$ cat src/rtl/load_store_unit_if.sv
// -----------------------------------------------------------------------------
// load_store_unit_if
//   Bundles the request/response handshake and the word-memory bus of the
//   load/store unit.
//
//   Request side : req_valid_i, req_ready_o, req_store_i, req_funct3_i,
//                  req_addr_i, req_wdata_i
//   Response side: resp_valid_o, resp_err_o, resp_rdata_o
//   Memory side  : mem_read_o, mem_write_o, mem_addr_o, mem_wdata_o,
//                  mem_rdata_i
//
//   Modports:
//     master - the environment (core + data memory): drives requests and
//              memory read data, observes everything the LSU produces.
//     slave  - the load/store unit itself.
// -----------------------------------------------------------------------------
interface load_store_unit_if #(
    parameter int DATA_WIDTH = 32,
    parameter int ADDR_WIDTH = 32
);
    logic                  req_valid_i;
    logic                  req_ready_o;
    logic                  req_store_i;
    logic [2:0]            req_funct3_i;
    logic [ADDR_WIDTH-1:0] req_addr_i;
    logic [DATA_WIDTH-1:0] req_wdata_i;

    logic                  resp_valid_o;
    logic                  resp_err_o;
    logic [DATA_WIDTH-1:0] resp_rdata_o;

    logic                  mem_read_o;
    logic                  mem_write_o;
    logic [ADDR_WIDTH-1:0] mem_addr_o;
    logic [DATA_WIDTH-1:0] mem_wdata_o;
    logic [DATA_WIDTH-1:0] mem_rdata_i;

    modport master (
        output req_valid_i, req_store_i, req_funct3_i, req_addr_i, req_wdata_i,
        output mem_rdata_i,
        input  req_ready_o, resp_valid_o, resp_err_o, resp_rdata_o,
        input  mem_read_o, mem_write_o, mem_addr_o, mem_wdata_o
    );

    modport slave (
        input  req_valid_i, req_store_i, req_funct3_i, req_addr_i, req_wdata_i,
        input  mem_rdata_i,
        output req_ready_o, resp_valid_o, resp_err_o, resp_rdata_o,
        output mem_read_o, mem_write_o, mem_addr_o, mem_wdata_o
    );
endinterface

$ cat src/rtl/load_store_unit.sv
// -----------------------------------------------------------------------------
// load_store_unit
//   Sits between the core datapath and a word-organised data memory. Takes one
//   load/store request at a time, issues word-aligned memory accesses, extracts
//   and extends byte/halfword load lanes, and performs read-modify-write for
//   byte/halfword stores (the memory only writes whole words).
//
//   Ports:
//     clk    - system clock, rising edge
//     reset  - asynchronous, active-low reset
//     bus    - load_store_unit_if.slave (request, response and memory bus)
//
//   Optional feature (compile-time macro LSU_MISALIGN_TRAP_EN):
//     defined   - H/HU with addr[0]=1 or W with addr[1:0]!=0 is rejected with
//                 resp_err_o and no memory access.
//     undefined - no misalignment detection; H/HU use lane addr[1], W ignores
//                 addr[1:0].
// -----------------------------------------------------------------------------
module load_store_unit #(
    parameter int DATA_WIDTH = 32,
    parameter int ADDR_WIDTH = 32
) (
    input logic              clk,
    input logic              reset,
    load_store_unit_if.slave bus
);

    typedef enum logic [2:0] {
        IDLE   = 3'd0,
        LOAD   = 3'd1,
        STORE  = 3'd2,
        RMW_RD = 3'd3,
        RMW_WR = 3'd4,
        RESP   = 3'd5
    } state_t;

    state_t                state_reg;
    logic [2:0]            funct3_reg;
    logic [ADDR_WIDTH-1:0] addr_reg;
    logic [DATA_WIDTH-1:0] wdata_reg;
    logic                  ready_reg;
    logic                  resp_valid_reg;
    logic                  resp_err_reg;
    logic [DATA_WIDTH-1:0] rdata_reg;
    logic                  mem_read_reg;
    logic                  mem_write_reg;
    logic [DATA_WIDTH-1:0] mem_wdata_reg;

    // ------------------------------------------------------------------
    // Request legality, decoded straight from the request inputs so the
    // IDLE state can branch to RESP on the accept edge.
    // ------------------------------------------------------------------
    logic illegal_code;
    logic misaligned;
    logic req_illegal;

    always_comb begin
        illegal_code = 1'b0;
        if (bus.req_store_i) begin
            // Stores only exist as SB / SH / SW.
            illegal_code = bus.req_funct3_i[2] || (bus.req_funct3_i == 3'b011);
        end else begin
            // Loads: 011 (LD), 110 (LWU), 111 do not exist on RV32.
            illegal_code = (bus.req_funct3_i == 3'b011) ||
                           (bus.req_funct3_i[2:1] == 2'b11);
        end
    end

`ifdef LSU_MISALIGN_TRAP_EN
    assign misaligned = ((bus.req_funct3_i[1:0] == 2'b01) && bus.req_addr_i[0]) ||
                        ((bus.req_funct3_i[1:0] == 2'b10) && (bus.req_addr_i[1:0] != 2'b00));
`else
    assign misaligned = 1'b0;
`endif

    assign req_illegal = illegal_code || misaligned;

    // ------------------------------------------------------------------
    // Load lane extraction and extension (used in LOAD).
    // ------------------------------------------------------------------
    logic [7:0]            load_byte;
    logic [15:0]           load_half;
    logic [DATA_WIDTH-1:0] load_ext;

    assign load_byte = bus.mem_rdata_i[{addr_reg[1:0], 3'b000} +: 8];
    assign load_half = bus.mem_rdata_i[{addr_reg[1], 4'b0000} +: 16];

    always_comb begin
        case (funct3_reg)
            3'b000:  load_ext = {{24{load_byte[7]}}, load_byte};
            3'b001:  load_ext = {{16{load_half[15]}}, load_half};
            3'b100:  load_ext = {24'd0, load_byte};
            3'b101:  load_ext = {16'd0, load_half};
            default: load_ext = bus.mem_rdata_i;
        endcase
    end

    // ------------------------------------------------------------------
    // Store merge for read-modify-write (used in RMW_RD). Each byte lane
    // takes either the fresh store data or the word just read back.
    // ------------------------------------------------------------------
    logic [3:0]            byte_en;
    logic [DATA_WIDTH-1:0] merged_word;

    always_comb begin
        byte_en = 4'b0000;
        case (funct3_reg[1:0])
            2'b00:   byte_en[addr_reg[1:0]] = 1'b1;
            2'b01:   byte_en = addr_reg[1] ? 4'b1100 : 4'b0011;
            default: byte_en = 4'b1111;
        endcase
    end

    genvar gi;
    generate
        for (gi = 0; gi < 4; gi++) begin : g_merge
            // SB replicates wdata[7:0] into every lane; SH replicates wdata[15:0]
            // so the even lane takes the low byte and the odd lane the high byte.
            assign merged_word[gi*8 +: 8] =
                byte_en[gi] ? (funct3_reg[0] ? wdata_reg[(gi%2)*8 +: 8] : wdata_reg[7:0])
                            : bus.mem_rdata_i[gi*8 +: 8];
        end
    endgenerate

    // ------------------------------------------------------------------
    // Control FSM. Every output is a register loaded on the transition
    // into the state that owns it, so outputs never glitch on state decode.
    // ------------------------------------------------------------------
    always_ff @(posedge clk or negedge reset) begin
        if (!reset) begin
            state_reg      <= IDLE;
            funct3_reg     <= 3'd0;
            addr_reg       <= '0;
            wdata_reg      <= '0;
            ready_reg      <= 1'b0;
            resp_valid_reg <= 1'b0;
            resp_err_reg   <= 1'b0;
            rdata_reg      <= '0;
            mem_read_reg   <= 1'b0;
            mem_write_reg  <= 1'b0;
            mem_wdata_reg  <= '0;
        end else begin
            case (state_reg)
                IDLE: begin
                    // Ready rises on the first edge after reset release.
                    ready_reg <= 1'b1;
                    if (bus.req_valid_i && ready_reg) begin
                        ready_reg  <= 1'b0;
                        funct3_reg <= bus.req_funct3_i;
                        addr_reg   <= bus.req_addr_i;
                        wdata_reg  <= bus.req_wdata_i;
                        if (req_illegal) begin
                            state_reg      <= RESP;
                            resp_valid_reg <= 1'b1;
                            resp_err_reg   <= 1'b1;
                        end else if (!bus.req_store_i) begin
                            state_reg    <= LOAD;
                            mem_read_reg <= 1'b1;
                        end else if (bus.req_funct3_i[1:0] == 2'b10) begin
                            state_reg     <= STORE;
                            mem_write_reg <= 1'b1;
                            mem_wdata_reg <= bus.req_wdata_i;
                        end else begin
                            state_reg    <= RMW_RD;
                            mem_read_reg <= 1'b1;
                        end
                    end
                end
                LOAD: begin
                    rdata_reg      <= load_ext;
                    mem_read_reg   <= 1'b0;
                    state_reg      <= RESP;
                    resp_valid_reg <= 1'b1;
                end
                STORE: begin
                    mem_write_reg  <= 1'b0;
                    mem_wdata_reg  <= '0;
                    state_reg      <= RESP;
                    resp_valid_reg <= 1'b1;
                end
                RMW_RD: begin
                    mem_read_reg  <= 1'b0;
                    mem_write_reg <= 1'b1;
                    mem_wdata_reg <= merged_word;
                    state_reg     <= RMW_WR;
                end
                RMW_WR: begin
                    mem_write_reg  <= 1'b0;
                    mem_wdata_reg  <= '0;
                    state_reg      <= RESP;
                    resp_valid_reg <= 1'b1;
                end
                RESP: begin
                    resp_valid_reg <= 1'b0;
                    resp_err_reg   <= 1'b0;
                    ready_reg      <= 1'b1;
                    state_reg      <= IDLE;
                end
                default: begin
                    state_reg      <= IDLE;
                    ready_reg      <= 1'b0;
                    resp_valid_reg <= 1'b0;
                    resp_err_reg   <= 1'b0;
                    mem_read_reg   <= 1'b0;
                    mem_write_reg  <= 1'b0;
                    mem_wdata_reg  <= '0;
                end
            endcase
        end
    end

    assign bus.req_ready_o  = ready_reg;
    assign bus.resp_valid_o = resp_valid_reg;
    assign bus.resp_err_o   = resp_err_reg;
    assign bus.resp_rdata_o = rdata_reg;
    assign bus.mem_read_o   = mem_read_reg;
    assign bus.mem_write_o  = mem_write_reg;
    assign bus.mem_addr_o   = {addr_reg[ADDR_WIDTH-1:2], 2'b00};
    assign bus.mem_wdata_o  = mem_wdata_reg;

endmodule

$ cat src/flat_wrapper.sv
// flat-port wrapper written by rule: the top's interface ports become plain ports
module load_store_unit_flat 
#(
    parameter int DATA_WIDTH = 32,
    parameter int ADDR_WIDTH = 32
)
  (clk, reset, bus_req_valid_i, bus_req_store_i, bus_req_funct3_i, bus_req_addr_i, bus_req_wdata_i, bus_mem_rdata_i, bus_req_ready_o, bus_resp_valid_o, bus_resp_err_o, bus_resp_rdata_o, bus_mem_read_o, bus_mem_write_o, bus_mem_addr_o, bus_mem_wdata_o);
  load_store_unit_if #(.DATA_WIDTH(DATA_WIDTH), .ADDR_WIDTH(ADDR_WIDTH)) bus_i ();
  input logic clk;
  input logic reset;
  input wire logic [$bits(bus_i.req_valid_i)-1:0] bus_req_valid_i;
  input wire logic [$bits(bus_i.req_store_i)-1:0] bus_req_store_i;
  input wire logic [$bits(bus_i.req_funct3_i)-1:0] bus_req_funct3_i;
  input wire logic [$bits(bus_i.req_addr_i)-1:0] bus_req_addr_i;
  input wire logic [$bits(bus_i.req_wdata_i)-1:0] bus_req_wdata_i;
  input wire logic [$bits(bus_i.mem_rdata_i)-1:0] bus_mem_rdata_i;
  output wire logic [$bits(bus_i.req_ready_o)-1:0] bus_req_ready_o;
  output wire logic [$bits(bus_i.resp_valid_o)-1:0] bus_resp_valid_o;
  output wire logic [$bits(bus_i.resp_err_o)-1:0] bus_resp_err_o;
  output wire logic [$bits(bus_i.resp_rdata_o)-1:0] bus_resp_rdata_o;
  output wire logic [$bits(bus_i.mem_read_o)-1:0] bus_mem_read_o;
  output wire logic [$bits(bus_i.mem_write_o)-1:0] bus_mem_write_o;
  output wire logic [$bits(bus_i.mem_addr_o)-1:0] bus_mem_addr_o;
  output wire logic [$bits(bus_i.mem_wdata_o)-1:0] bus_mem_wdata_o;
  assign bus_i.req_valid_i = bus_req_valid_i;
  assign bus_i.req_store_i = bus_req_store_i;
  assign bus_i.req_funct3_i = bus_req_funct3_i;
  assign bus_i.req_addr_i = bus_req_addr_i;
  assign bus_i.req_wdata_i = bus_req_wdata_i;
  assign bus_i.mem_rdata_i = bus_mem_rdata_i;
  assign bus_req_ready_o = bus_i.req_ready_o;
  assign bus_resp_valid_o = bus_i.resp_valid_o;
  assign bus_resp_err_o = bus_i.resp_err_o;
  assign bus_resp_rdata_o = bus_i.resp_rdata_o;
  assign bus_mem_read_o = bus_i.mem_read_o;
  assign bus_mem_write_o = bus_i.mem_write_o;
  assign bus_mem_addr_o = bus_i.mem_addr_o;
  assign bus_mem_wdata_o = bus_i.mem_wdata_o;
  load_store_unit #(.DATA_WIDTH(DATA_WIDTH), .ADDR_WIDTH(ADDR_WIDTH)) u_core (.clk(clk), .reset(reset), .bus(bus_i));
endmodule
$ cat config.mk
export PLATFORM = sky130hd
export DESIGN_NAME = load_store_unit_flat
export DESIGN_NICKNAME = d
export VERILOG_FILES = /design/src/rtl/load_store_unit_if.sv /design/src/rtl/load_store_unit.sv /design/src/flat_wrapper.sv
export SDC_FILE = /design/constraint.sdc
export NUM_CORES = 1
export LEC_CHECK = 0
export BUFFER_PORTS_ARGS = -buffer_cell sky130_fd_sc_hd__clkbuf_2
export CAP_MARGIN = 20
export CORE_ASPECT_RATIO = 1.1
export CORE_UTILIZATION = 40
export DETAILED_ROUTE_END_ITERATION = 12
export PLACE_DENSITY = 0.75
export SYNTH_ARGS = -nofsm -noshare
export SYNTH_HDL_FRONTEND = slang
export SYNTH_SLANG_ARGS = --single-unit
$ cat constraint.sdc
create_clock -name clk -period 5.5 [get_ports clk]
set_clock_uncertainty 0.1 [all_clocks]
set_input_delay 0 -clock clk [delete_from_list [all_inputs] [get_ports clk]]
set_output_delay 0 -clock clk [all_outputs]
set_load 0.05 [all_outputs]
# Word level (Yosys, flattened, before mapping)
# Index checks and enable logic that the tools add are counted.
[word_totals]
reg_bits = 123
in_bits = 103
out_inout_bits = 101
wordCells = 90
[classes]
order_cmp = 2
eq_ne = 18
shift = 2
muxes = 37
bitwise_logic = 4
reduce_logical = 16
[ops]
columns = ["cell", "n"]
rows = [
  ["$mux 32", 4],
  ["$pmux 32 s4", 1],
  ["$pmux 32 s3", 1],
  ["$mux 8", 5],
  ["$shiftx 32x6->16", 1],
  ["$shiftx 32x6->8", 1],
  ["$mux 1", 14],
  ["$eq 3x3->1 const B", 4],
  ["$eq 3x2->1 const B", 3],
  ["$mux 3", 3],
  ["$pmux 1 s3", 3],
  ["$pmux 3 s3", 1],
  ["$pmux 4 s2", 1],
  ["$eq 3x1->1 const B", 2],
  ["$logic_not 3->1", 2],
  ["$ne 2x1->1 const B", 3],
  ["$reduce_and 3->1", 2],
  ["$reduce_or 3->1", 2],
  ["$reduce_and 5->1", 1],
  ["$eq 2x2->1 const B", 2],
  ["$mux 4", 1],
  ["$ne 2x2->1 const B", 2],
  ["$not 1->1", 4],
  ["$pmux 1 s2", 2],
  ["other kinds (12)", 14],
]

# Logic depth before layout (Yosys ltp)
# Gate-level depths: netlist of run 1.
[depth]
ltp_word = 7
mapped_depth = 8

# Worst setup path before layout of run 1
# No wires, ideal clock.
[synth_timing]
path_kind = "register to register"
startpoint = "register u_core.ready_reg, in the netlist u_core.bus.req_ready_o"
endpoint = "register u_core.mem_wdata_reg[0], in the netlist u_core.bus.mem_wdata_o[0]"
setup_time_ns = 0.083
arrival_time_ns = 1.873
required_time_ns = 5.317
setup_slack_ns = 3.444
path_stages_with_launch = 6
synth_period_minus_slack_ns = 2.056
path_cell_list = "dfrtp_1 > and3b_1 > a221oi_1 > clkbuf_1 > a22oi_1 > o21ai_0"
[synth_between]
elab_chain_cells = 3
[synth_lines]
columns = ["element", "line_no", "text"]
rows = [
  ["start: declaration", "load_store_unit.sv:41", "logic ready_reg;"],
  ["start signal: assignment", "load_store_unit.sv:135", "ready_reg <= 1'b0;"],
  ["start signal: assignment", "load_store_unit.sv:146", "ready_reg <= 1'b1;"],
  ["start signal: assignment", "load_store_unit.sv:148", "ready_reg <= 1'b0;"],
  ["$logic_and 1x1->1", "load_store_unit.sv:147", "if (bus.req_valid_i && ready_reg) begin"],
  ["$ne 2x1->1 (no line)", "-", ""],
  ["$reduce_and 5->1 (no line)", "-", ""],
  ["end signal: assignment", "load_store_unit.sv:162", "mem_wdata_reg <= bus.req_wdata_i;"],
  ["end signal: assignment", "load_store_unit.sv:184", "mem_wdata_reg <= merged_word;"],
  ["end: declaration", "load_store_unit.sv:47", "logic [DATA_WIDTH-1:0] mem_wdata_reg;"],
]
# Every way passes these cells.
# A chain may end at the register's enable or synchronous reset.

# Worst setup path after layout of run 1
[layout_timing]
startpoint = "register u_core.funct3_reg[0]"
endpoint = "register u_core.mem_wdata_reg[0], in the netlist u_core.bus.mem_wdata_o[0]"
[layout_between]
elab_chain_cells = 4
[layout_lines]
columns = ["element", "line_no", "text"]
rows = [
  ["start: declaration", "load_store_unit.sv:38", "logic [2:0] funct3_reg;"],
  ["start signal: assignment", "load_store_unit.sv:149", "funct3_reg <= bus.req_funct3_i;"],
  ["$eq 2x1->1 or $logic_not 2->1 (tied branches)", "load_store_unit.sv:107", "case (funct3_reg[1:0])"],
  ["$pmux 4 s2 (*)", "load_store_unit.sv:107", ""],
  ["$mux 8 (*)", "load_store_unit.sv:120", "byte_en[gi] ? (funct3_reg[0] ? wdata_reg[(gi%2)*8 +: 8] : wdata_reg[7:0])"],
  ["$pmux 32 s3 (*)", "load_store_unit.sv:143", "case (state_reg)"],
]
# Mark *: on every way between the ends. The rest lies on a longest branch, timed or not.

==> flow_metrics.py, run 1 <==
metrics = {
    "clock_network": {
        "cts.sink_count": 123,
        "tritoncts_clock_tree": "yes",
        "cts.htree.levels": 4,
        "clock_tree.root_cell": "sky130_fd_sc_hd__clkbuf_16",
        "tritoncts.num_buffers": 17,
        "post_cts_resized": 0,
        "clk_latency_ps": 420,
        "cts_buffer_depth": 2,
        "cts.clk_slew.worst_paths_ps": 60,
        "post-cts-setup-buffers": 0,
    },
    "logic_synthesis": {
        "postSynthAreaPerCell_sq_um": 10.4,
        "post_synth_fa_ha_maj_area_fraction_pct": 0,
        "synth_top_flop_cell": "sky130_fd_sc_hd__dfrtp_1",
        "post_synth_and_or_nand_nor_area_fraction_pct": 12.4,
        "synth_top_cell_area_share_pct": 49.2,
        "number_of_cells_produced_by_synthesis": 600,
        "largest_family_of_logic_cells_by_synthesized_area": "multiplexers",
        "synthDistinctLibCells": 43,
        "post-synth-top-area-cell": "sky130_fd_sc_hd__dfrtp_1",
        "number_of_enable_flip_flop_cells_after_synthesis": 0,
        "yosysSeqAreaShare_pct": 49.2,
        "netlist_area_sq_um": 6250,
        "synth_area_leaders": "sky130_fd_sc_hd__dfrtp_1 49%, sky130_fd_sc_hd__mux2_2 9.9%, sky130_fd_sc_hd__mux2i_1 5.3%, sky130_fd_sc_hd__o21ai_0 4.7%, sky130_fd_sc_hd__buf_4 4.4%",
        "synth_xor_area_share_pct": 0,
        "synth_mux_area_share_pct": 16.1,
        "synth-seq-cells": 123,
        "async_flop_share_pct": 100,
        "yosys_warnings": 0,
        "synth_compound_gate_area_share_pct": 14.5,
    },
    "critical_path": {
        "path_class": "flop to flop",
        "critical-path-max-stage-delay_ps": 840,
        "timing.critical_path.slowest_stage_cell": "sky130_fd_sc_hd__a21oi_2",
        "crit_chain": "nand2b_1 > a21oi_2 > mux2i_1 > o21ai_0 > dlygate4sd3_1",
        "cp_top_family": "compound AO/OA/AOI/OAI gates",
        "cp_data_required_time_ps": 5700,
        "critPathLaunchType": "flop",
        "timing.reg2reg.setup_slack_ps": 2190,
        "critical_path.n_buffers_inverters": 1,
        "cp_data_arrival_time_ps": 3510,
        "type_of_destination_of_the_critical_path": "flop",
        "crit_path_max_fanout": 25,
    },
    "floorplan": {
        "fp.dieArea_sq_um": 16100,
        "core_area_sq_um": 15200,
        "chipHeight_microns": 133,
        "ios": 204,
        "die_width_microns": 121,
        "rows": 47,
        "floorplan.initialDensity_pct": 41.2,
    },
    "pwr": {
        "vdd_drop_max_mv": 0.284,
        "power_density_nw_per_um2": 615,
        "power.static_leakage_nw": 4.25,
    },
    "sta": {
        "layout_worst_path_cycle_share_pct": 60.2,
        "final.hold.worst_slack_ps": 15.8,
        "achievable-frequency_mhz": 302,
        "final_period_minus_worst_setup_slack_ps": 3310,
        "slew_viol_final": 0,
        "setup_viol_count_final": 0,
        "max_slew.worst_pin.slew_ps": 1080,
        "max-slew-margin-rel_pct": 27.5,
        "rsz0062_at_grt": "false",
        "tns_ps": 0,
        "setup_slack_ps": 2190,
        "final_hold_viol_count": 0,
    },
    "placement": {
        "buffer_ports.inserted": 201,
        "place_congestion": 0.879,
        "dp.final_hpwl_mm": 13.0,
        "place_ws_ps": 2690,
    },
    "route": {
        "route.met2.wl_mm": 9.75,
        "drt-vias-per-instance": 5.41,
        "post-route-drc-count": 0,
        "detail_route.wl_per_cell_microns": 18.6,
        "topRoutingLayerUsed": "met4",
        "detailroute.wirelength.met3_mm": 1.43,
        "dr_total_vias": 5803,
        "finalWirelength_mm": 20.0,
        "number_of_nets_still_failing_antenna_checks_after_routing": 0,
        "drt_first_iter_violations": 453,
        "total_routed_wire_length_on_the_met1_layer_mm": 7.98,
        "initial_drt_pass_iterations": 5,
    },
    "layout": {
        "num_antenna_cells": 0,
        "drive_gt1_share_pct": 35.5,
        "design.final.nets": 970,
        "finalCoreUtilization_pct": 58.5,
        "mostFrequentLayoutCell": "sky130_fd_sc_hd__clkbuf_2",
        "fillers": 1228,
        "mostFrequentLayoutCells": "200 x sky130_fd_sc_hd__clkbuf_2, 123 x sky130_fd_sc_hd__dfrtp_1, 114 x sky130_fd_sc_hd__dlygate4sd3_1",
        "area_delta_synth_final_pct": 41.8,
    },
    "global_route": {
        "grt_usage_pct": 25.3,
        "overflow": 0,
        "grt_pass1_wl_mm": 30.8,
        "grt_max_degree": 63,
        "first_global_vias": 5845,
        "antenna_violations_before_repair": 0,
    },
    "hold_path": {
        "worstHoldPathType": "input port to flop",
    },
    "outcome": {
        "outcome": "finished clean",
    },
    "flow_run": {
        "maxCapViolCount": 0,
    },
}
-- worst min-delay path, cell delays in order --
cell and delay, ps:
sky130_fd_sc_hd__clkbuf_2 80, sky130_fd_sc_hd__inv_1 60, sky130_fd_sc_hd__nor4_1 50, sky130_fd_sc_hd__a21oi_1 150
sky130_fd_sc_hd__o221ai_1 140
-- per-stage QoR --
| step | instances | total power (W) | area, sq um |
|---|---|---|---|
| global route | 1072 | 0.00573 | 8870 |
| global placement | 929 | 0.00420 | 7130 |
| CTS | 1071 | 0.00542 | 8850 |
| floorplan | 601 | 0.00374 | 6260 |
| detailed placement | 929 | 0.00424 | 7130 |
| finish | 1072 | 0.00545 | 8870 |
-- cell usage after synthesis (2+ instances only) --
cell / n
sky130_fd_sc_hd__a21oi_2: 2
sky130_fd_sc_hd__o21ai_1: 2
sky130_fd_sc_hd__inv_1: 11
sky130_fd_sc_hd__a211oi_1: 9
sky130_fd_sc_hd__o221ai_1: 9
sky130_fd_sc_hd__mux2_2: 55
sky130_fd_sc_hd__mux2i_1: 33
sky130_fd_sc_hd__nor4_1: 8
sky130_fd_sc_hd__nand3_1: 34
sky130_fd_sc_hd__o21ai_0: 59
sky130_fd_sc_hd__buf_4: 37
sky130_fd_sc_hd__or2_2: 11
sky130_fd_sc_hd__buf_2: 12
sky130_fd_sc_hd__dfrtp_1: 123
sky130_fd_sc_hd__nand2b_1: 8
sky130_fd_sc_hd__nand2_1: 47
sky130_fd_sc_hd__a22oi_1: 24
sky130_fd_sc_hd__clkbuf_1: 25
sky130_fd_sc_hd__nor2_1: 17
sky130_fd_sc_hd__o31ai_1: 7
sky130_fd_sc_hd__o22ai_1: 4
sky130_fd_sc_hd__nor2b_1: 9
sky130_fd_sc_hd__nor3b_1: 8
sky130_fd_sc_hd__buf_1: 3
sky130_fd_sc_hd__o21a_1: 2
sky130_fd_sc_hd__mux2_1: 3
sky130_fd_sc_hd__a21oi_1: 22
-- final timing paths --
check | from | endpoint | depth (start not counted)
worst max-delay path | u_core.funct3_reg[0]$_DFFE_PN0P_ | u_core.bus.mem_wdata_o[0]$_DFFE_PN0P_ | 5
worst min-delay path | bus_req_wdata_i[22] | u_core.bus.mem_wdata_o[22]$_DFFE_PN0P_ | 5
worst min register to register | u_core.bus.resp_rdata_o[26]$_DFFE_PN0N_ | u_core.bus.resp_rdata_o[26]$_DFFE_PN0N_ | 2
min in group asynchronous | reset | u_core.bus.resp_rdata_o[24]$_DFFE_PN0N_ | 2
max in group asynchronous | reset | u_core.addr_reg[21]$_DFFE_PN0P_ | 3
worst max register to register | u_core.funct3_reg[0]$_DFFE_PN0P_ | u_core.bus.mem_wdata_o[0]$_DFFE_PN0P_ | 5
-- layout make-up --
type | count | area, sq um | area share [%]
inverter | 11 | 41.3 | 0.466
multi-input combinational | 390 | 2700 | 30.5
tap | 196 | 245 | 2.77
clock buffer | 20 | 457 | 5.15
timing repair buffer | 324 | 2220 | 25.1
sequential | 123 | 3080 | 34.7
clock inverter | 8 | 121 | 1.37
-- cell families (layout without fill, tap and decap cells) --
group / after synthesis / count (layout)
other: 1 / 2
muxes: 92 / 92
and+or+nand+nor: 150 / 150
DFF: 123 / 123
buffers and inverters: 88 / 363
AOI/OAI and AO/OA: 146 / 146
-- power breakdown --
group / switching, W / internal, W
registers: 0.000342 / 0.00127
logic: 0.00187 / 0.000865
clock network: 0.000388 / 0.000723
total: 0.00260 / 0.00286
-- layer usage --
layer,global-route usage (%),up-vias
li1,-,2656
met1,30.8,2795
met2,41.3,297
met3,5.95,55
met4,13.7,0
met5,0,-
-- repair_timing --
item | 4_1_cts | 5_1_grt
endpoints found under the hold margin | 179 | 0
endpoints found under the setup margin | 0 | 0
hold buffers | 114 | 0
No activity file was read; power rests on OpenSTA's default activity.
==> inputs of run 2 (changes only) <==
--- a/config.mk
+++ b/config.mk
@@ -10,7 +10,7 @@
 export CORE_ASPECT_RATIO = 1.1
 export CORE_UTILIZATION = 40
 export DETAILED_ROUTE_END_ITERATION = 12
-export PLACE_DENSITY = 0.75
+export PLACE_DENSITY = 0.78
 export SYNTH_ARGS = -nofsm -noshare
 export SYNTH_HDL_FRONTEND = slang
 export SYNTH_SLANG_ARGS = --single-unit
==> constraint.sdc (replaced) <==
create_clock -name clk -period 2.8 [get_ports clk]
set_clock_uncertainty 0.1 [all_clocks]
set_input_delay 0 -clock clk [delete_from_list [all_inputs] [get_ports clk]]
set_output_delay 0 -clock clk [all_outputs]
set_load 0.05 [all_outputs]
==> flow_metrics.py, run 2 (synthesis results as in run 1) <==
metrics = {
    "pwr": {
        "power_density_nw_per_um2": 1200,
        "power.static_leakage_nw": 4.31,
        "vdd_drop_max_mv": 0.587,
    },
    "sta": {
        "final_hold_viol_count": 0,
        "max-slew-margin-rel_pct": 38.4,
        "tns_ps": 0,
        "max_slew.worst_pin.slew_ps": 921,
        "rsz0062_at_grt": "false",
        "final_period_minus_worst_setup_slack_ps": 2640,
        "setup_viol_count_final": 0,
        "achievable-frequency_mhz": 379,
        "slew_viol_final": 0,
        "layout_worst_path_cycle_share_pct": 94.3,
    },
    "floorplan": {
        "chipHeight_microns": 133,
        "floorplan.initialDensity_pct": 41.2,
        "rows": 47,
        "core_area_sq_um": 15200,
        "die_width_microns": 121,
        "ios": 204,
        "fp.dieArea_sq_um": 16100,
    },
    "layout": {
        "mostFrequentLayoutCell": "sky130_fd_sc_hd__clkbuf_2",
        "mostFrequentLayoutCells": "200 x sky130_fd_sc_hd__clkbuf_2, 123 x sky130_fd_sc_hd__dfrtp_1, 118 x sky130_fd_sc_hd__dlygate4sd3_1",
        "finish.instance_area_sq_um": 8980,
        "num_antenna_cells": 0,
        "drive_gt1_share_pct": 36.3,
        "design.final.nets": 981,
        "fillers": 1240,
        "area_delta_synth_final_pct": 43.7,
    },
    "critical_path": {
        "cp_data_arrival_time_ps": 2890,
        "crit_path_max_fanout": 24,
        "critical-path-max-stage-delay_ps": 580,
        "cp_data_required_time_ps": 3050,
        "critPathLaunchType": "flop",
        "path_class": "flop to flop",
        "timing.critical_path.slowest_stage_cell": "sky130_fd_sc_hd__dlygate4sd3_1",
        "type_of_destination_of_the_critical_path": "flop",
        "crit_chain": "or3_1 > nor3_2 > buf_4 > a22oi_1 > o21ai_0 > dlygate4sd3_1",
    },
    "global_route": {
        "grt_max_degree": 62,
        "antenna_violations_before_repair": 0,
        "overflow": 0,
        "first_global_vias": 5905,
        "grt_usage_pct": 24.9,
        "grt_pass1_wl_mm": 30.4,
    },
    "clock_network": {
        "tritoncts_clock_tree": "yes",
        "cts.sink_count": 123,
        "cts.htree.levels": 4,
        "clock_tree.root_cell": "sky130_fd_sc_hd__clkbuf_16",
        "tritoncts.num_buffers": 17,
        "cts_buffer_depth": 2,
        "post-cts-setup-buffers": 0,
        "cts.clk_slew.worst_paths_ps": 50,
        "clk_latency_ps": 420,
    },
    "route": {
        "drt_first_iter_violations": 388,
        "number_of_nets_still_failing_antenna_checks_after_routing": 0,
        "post-route-drc-count": 0,
        "drt-vias-per-instance": 5.34,
        "dr_total_vias": 5810,
        "initial_drt_pass_iterations": 5,
        "finalWirelength_mm": 19.3,
        "detail_route.wl_per_cell_microns": 17.8,
    },
    "placement": {
        "place_congestion": 0.817,
        "dp.final_hpwl_mm": 13.1,
        "buffer_ports.inserted": 201,
        "postPlaceCellArea_sq_um": 7210,
    },
    "hold_path": {
        "worstHoldPathType": "input port to async pin",
    },
    "flow_run": {
        "maxCapViolCount": 0,
    },
    "outcome": {
        "outcome": "finished clean",
    },
}
## run 2: repair_timing
action                                 in CTS  in global routing
gates resized for setup                     0                  0
endpoints found under the hold margin     241                  0
hold buffers                              118                  0
## run 2: area by class of cell
type	count	area, sq um	share of cell area [%]
flip-flops and latches	123	3080	34.3
multi-input cells	390	2700	30.1
clock inverters	11	116	1.30
inverters	11	41.3	0.460
well taps	196	245	2.73
clock buffers	21	480	5.35
repair buffers	335	2320	25.8
## run 2: power breakdown
part | internal, W | switching (W)
combinational | 0.00175 | 0.00372
clock | 0.00140 | 0.000796
sequential | 0.00249 | 0.000601
## run 2: layer usage
layer,GRT usage [%],routed length [microns]
met5,0,0
met4,14.7,910
met3,4.79,1390
met2,39.4,9230
met1,31.5,7780
## run 2: path summary, 6_finish.rpt
kind | startpoint | slack, ps | endpoint | depth (start not counted)
hold / removal | reset | 30 | u_core.bus.resp_rdata_o[10]$_DFFE_PN0N_ | 3
max in group asynchronous | reset | 1290 | u_core.addr_reg[30]$_DFFE_PN0P_ | 3
setup / recovery | u_core.state_reg[0]$_DFFE_PN0N_ | 160 | u_core.bus.mem_wdata_o[26]$_DFFE_PN0P_ | 6
min in group clk | bus_req_valid_i | 80 | u_core.bus.mem_write_o$_DFFE_PN0P_ | 4
hold reg to reg | u_core.bus.resp_rdata_o[5]$_DFFE_PN0N_ | 380 | u_core.bus.resp_rdata_o[5]$_DFFE_PN0N_ | 2
setup reg to reg | u_core.state_reg[0]$_DFFE_PN0N_ | 160 | u_core.bus.mem_wdata_o[26]$_DFFE_PN0P_ | 6
## run 2: metrics by stage
| stage | std cells | setup slack (ps) | hold WS, ps | total power, W | utilization [%] |
|---|---|---|---|---|---|
| CTS | 1087 | 237 | 60.5 | 0.0107 | 59.2 |
| detailed placement | 937 | 590 | -183 | 0.00838 | 47.5 |
| floorplan | 601 | 744 | -396 | 0.00734 | - |
| finish | 1087 | 159 | 30.4 | 0.0107 | 59.2 |
| global route | 1087 | 57.2 | 79.0 | 0.0113 | 59.2 |
| global placement | 937 | 638 | -190 | 0.00829 | 47.5 |
## run 2: critical path, delay by kind of cell, from the launching register on
kind	cells	cell delay, ps
flops	1	550
simple gates	2	770
buf+inv	2	920
compound gates	2	220
==> inputs of run 3 (changes only) <==
--- a/config.mk
+++ b/config.mk
@@ -5,12 +5,13 @@
 export SDC_FILE = /design/constraint.sdc
 export NUM_CORES = 1
 export LEC_CHECK = 0
+export ABC_AREA = 1
 export BUFFER_PORTS_ARGS = -buffer_cell sky130_fd_sc_hd__clkbuf_2
 export CAP_MARGIN = 20
 export CORE_ASPECT_RATIO = 1.1
 export CORE_UTILIZATION = 40
 export DETAILED_ROUTE_END_ITERATION = 12
-export PLACE_DENSITY = 0.78
+export PLACE_DENSITY = 0.77
 export SYNTH_ARGS = -nofsm -noshare
 export SYNTH_HDL_FRONTEND = slang
 export SYNTH_SLANG_ARGS = --single-unit
==> flow_metrics.py, run 3 <==
metrics = {
    "layout": {
        "finish.cell_count_without_fillers": 1501,
        "area_delta_synth_final_pct": 37.5,
        "finish.instance_area_sq_um": 9620,
        "design.final.nets": 1357,
        "num_antenna_cells": 0,
        "mostFrequentLayoutCells": "308 x sky130_fd_sc_hd__nand2_1, 200 x sky130_fd_sc_hd__clkbuf_2, 167 x sky130_fd_sc_hd__nor2_1",
        "mostFrequentLayoutCell": "sky130_fd_sc_hd__nand2_1",
        "drive_gt1_share_pct": 21.2,
    },
    "clock_network": {
        "tritoncts.num_buffers": 17,
        "cts_buffer_depth": 2,
        "clk_latency_ps": 420,
        "cts.htree.levels": 4,
        "cts.sink_count": 123,
        "clock_tree.root_cell": "sky130_fd_sc_hd__clkbuf_16",
        "post-cts-setup-buffers": 0,
        "cts.clk_slew.worst_paths_ps": 60,
        "tritoncts_clock_tree": "yes",
    },
    "global_route": {
        "grt_use_met2_pct": 42.2,
        "antenna_violations_before_repair": 0,
        "grt_util_met3_pct": 5.50,
        "grt_max_degree": 94,
        "grt.met1_usage_pct": 32.9,
        "first_global_vias": 7152,
        "grt_pass1_wl_mm": 36.5,
        "grt_busiest_layer": "met2",
        "grt_usage_pct": 26.2,
        "overflow": 0,
    },
    "floorplan": {
        "chipHeight_microns": 141,
        "rows": 50,
        "core_area_sq_um": 17100,
        "fp.dieArea_sq_um": 18000,
        "die_width_microns": 128,
        "floorplan.initialDensity_pct": 41.0,
        "ios": 204,
    },
    "sta": {
        "setup_viol_count_final": 0,
        "slew_viol_final": 0,
        "final_hold_viol_count": 0,
        "achievable-frequency_mhz": 387,
        "final.hold.worst_slack_ps": 18.6,
        "layout_worst_path_cycle_share_pct": 92.4,
        "max_slew.worst_pin.slew_ps": 699,
        "max-slew-margin-rel_pct": 53.3,
        "tns_ps": 0,
        "final_period_minus_worst_setup_slack_ps": 2590,
        "rsz0062_at_grt": "false",
    },
    "placement": {
        "buffer_ports.inserted": 201,
        "place_congestion": 0.924,
        "postPlaceCellArea_sq_um": 7830,
        "dp.final_hpwl_mm": 15.2,
        "numPlacedInstances": 1357,
    },
    "pwr": {
        "total_power_w": 0.0134,
        "power_density_nw_per_um2": 1390,
        "vdd_drop_max_mv": 0.849,
        "power.static_leakage_nw": 5.05,
    },
    "critical_path": {
        "timing.critical_path.slowest_stage_cell": "sky130_fd_sc_hd__dfrtp_1",
        "cp_data_required_time_ps": 3000,
        "critical-path-max-stage-delay_ps": 740,
        "critical_path.most_common_cell": "sky130_fd_sc_hd__nor2_1",
        "crit_chain": "inv_2 > nand2_4 > nand2_2 > a21oi_1 > nor2_1 > nor2_1 > dlygate4sd3_1 > nor2_1",
        "type_of_destination_of_the_critical_path": "flop",
        "ff2ff_path_depth": 8,
        "critPathLaunchType": "flop",
        "path_class": "flop to flop",
        "crit_path_max_fanout": 20,
        "cp_data_arrival_time_ps": 2790,
    },
    "logic_synthesis": {
        "post-synth-top-area-cell": "sky130_fd_sc_hd__dfrtp_1",
        "async_flop_share_pct": 100,
        "synth_top_cell_area_share_pct": 44.0,
        "synth-seq-cells": 123,
        "yosys-top-cells-count": "309 x sky130_fd_sc_hd__nand2_1, 167 x sky130_fd_sc_hd__nor2_1, 123 x sky130_fd_sc_hd__dfrtp_1",
        "yosysSeqAreaShare_pct": 44.0,
        "yosys_warnings": 0,
        "number_of_cells_produced_by_synthesis": 1003,
        "synthDistinctLibCells": 28,
        "netlist_area_sq_um": 6990,
        "number_of_enable_flip_flop_cells_after_synthesis": 0,
        "synth_top_flop_cell": "sky130_fd_sc_hd__dfrtp_1",
        "synth.most_common_cell": "sky130_fd_sc_hd__nand2_1",
        "synth_area_leaders": "sky130_fd_sc_hd__dfrtp_1 44%, sky130_fd_sc_hd__nand2_1 17%, sky130_fd_sc_hd__nor2_1 9.0%, sky130_fd_sc_hd__nand3_1 6.7%, sky130_fd_sc_hd__buf_4 4.8%",
        "postSynthAreaPerCell_sq_um": 6.97,
    },
    "route": {
        "drt-vias-per-instance": 4.99,
        "initial_drt_pass_iterations": 5,
        "drt_first_iter_violations": 686,
        "post-route-drc-count": 0,
        "finalWirelength_mm": 22.9,
        "number_of_nets_still_failing_antenna_checks_after_routing": 0,
        "detail_route.wl_per_cell_microns": 15.3,
        "dr_total_vias": 7492,
    },
    "hold_path": {
        "worstHoldPathType": "input port to async pin",
    },
    "outcome": {
        "outcome": "finished clean",
    },
    "flow_run": {
        "maxCapViolCount": 0,
    },
}
run 3: critical path, delay by kind of cell (launching register included):
| family | cells | cell delay (ps) |
|---|---|---|
| buf+inv | 2 | 810 |
| simple gates | 5 | 590 |
| compound gates | 1 | 230 |
| flops | 1 | 740 |
run 3: metal layers:
layer	share of wire [%]	vias up	wire length, microns
li1	-	3606	-
met2	49	336	11200
met1	41	3471	9300
met5	0	-	0
met4	4.4	0	1020
met3	6.3	79	1440
run 3: cell type report:
| cell class | count | area [sq um] |
|---|---|---|
| clock buffer | 19 | 433 |
| clock inverter | 13 | 223 |
| tap | 234 | 293 |
| fill | 1600 | 7460 |
| multi-input combinational | 718 | 3090 |
| inverter | 73 | 278 |
| sequential | 123 | 3080 |
| timing repair buffer | 321 | 2220 |
run 3: final timing paths:
kind | from | end | slack (ps)
worst max-delay path | u_core.funct3_reg[0]$_DFFE_PN0P_ | u_core.bus.mem_wdata_o[17]$_DFFE_PN0P_ | 210
max in group asynchronous | reset | u_core.bus.resp_rdata_o[5]$_DFFE_PN0N_ | 2070
worst max register to register | u_core.funct3_reg[0]$_DFFE_PN0P_ | u_core.bus.mem_wdata_o[17]$_DFFE_PN0P_ | 210
min in group clk | bus_req_valid_i | u_core.wdata_reg[4]$_DFFE_PN0P_ | 20
worst min-delay path | reset | u_core.addr_reg[30]$_DFFE_PN0P_ | 20
worst min register to register | u_core.bus.mem_read_o$_DFFE_PN0P_ | u_core.bus.mem_read_o$_DFFE_PN0P_ | 370
run 3: per-stage QoR:
stage | setup WS [ps] | utilization, %
3_3_place_gp | 628 | 45.8
2_1_floorplan | 1050 | -
5_1_grt | 39.0 | 56.3
3_5_place_dp | 628 | 45.8
4_1_cts | 123 | 56.3
6_report | 213 | 56.3
run 3: cell families (layout without fill, tap and decap cells):
kind of cell    after synthesis  count (layout)  share of synthesized area, %
other cells                   1               2                        0.0536
compound gates              120             120                          9.16
buf+inv                     163             426                          12.0
flops                       123             123                          44.0
simple gates                596             596                          34.8
run 3: repair_timing:
item | CTS | global route
setup endpoints to repair | 0 | 4
resized for setup | 0 | 2
hold buffers | 112 | 0
hold endpoints to repair | 242 | 0
run 3: power by group:
part / internal [W] / switching, W / leakage, nW / total (W)
sequential: 0.00267 / 0.000592 / 1.50 / 0.00327
clock: 0.00166 / 0.000819 / 0.313 / 0.00248
combinational: 0.00202 / 0.00560 / 3.24 / 0.00762
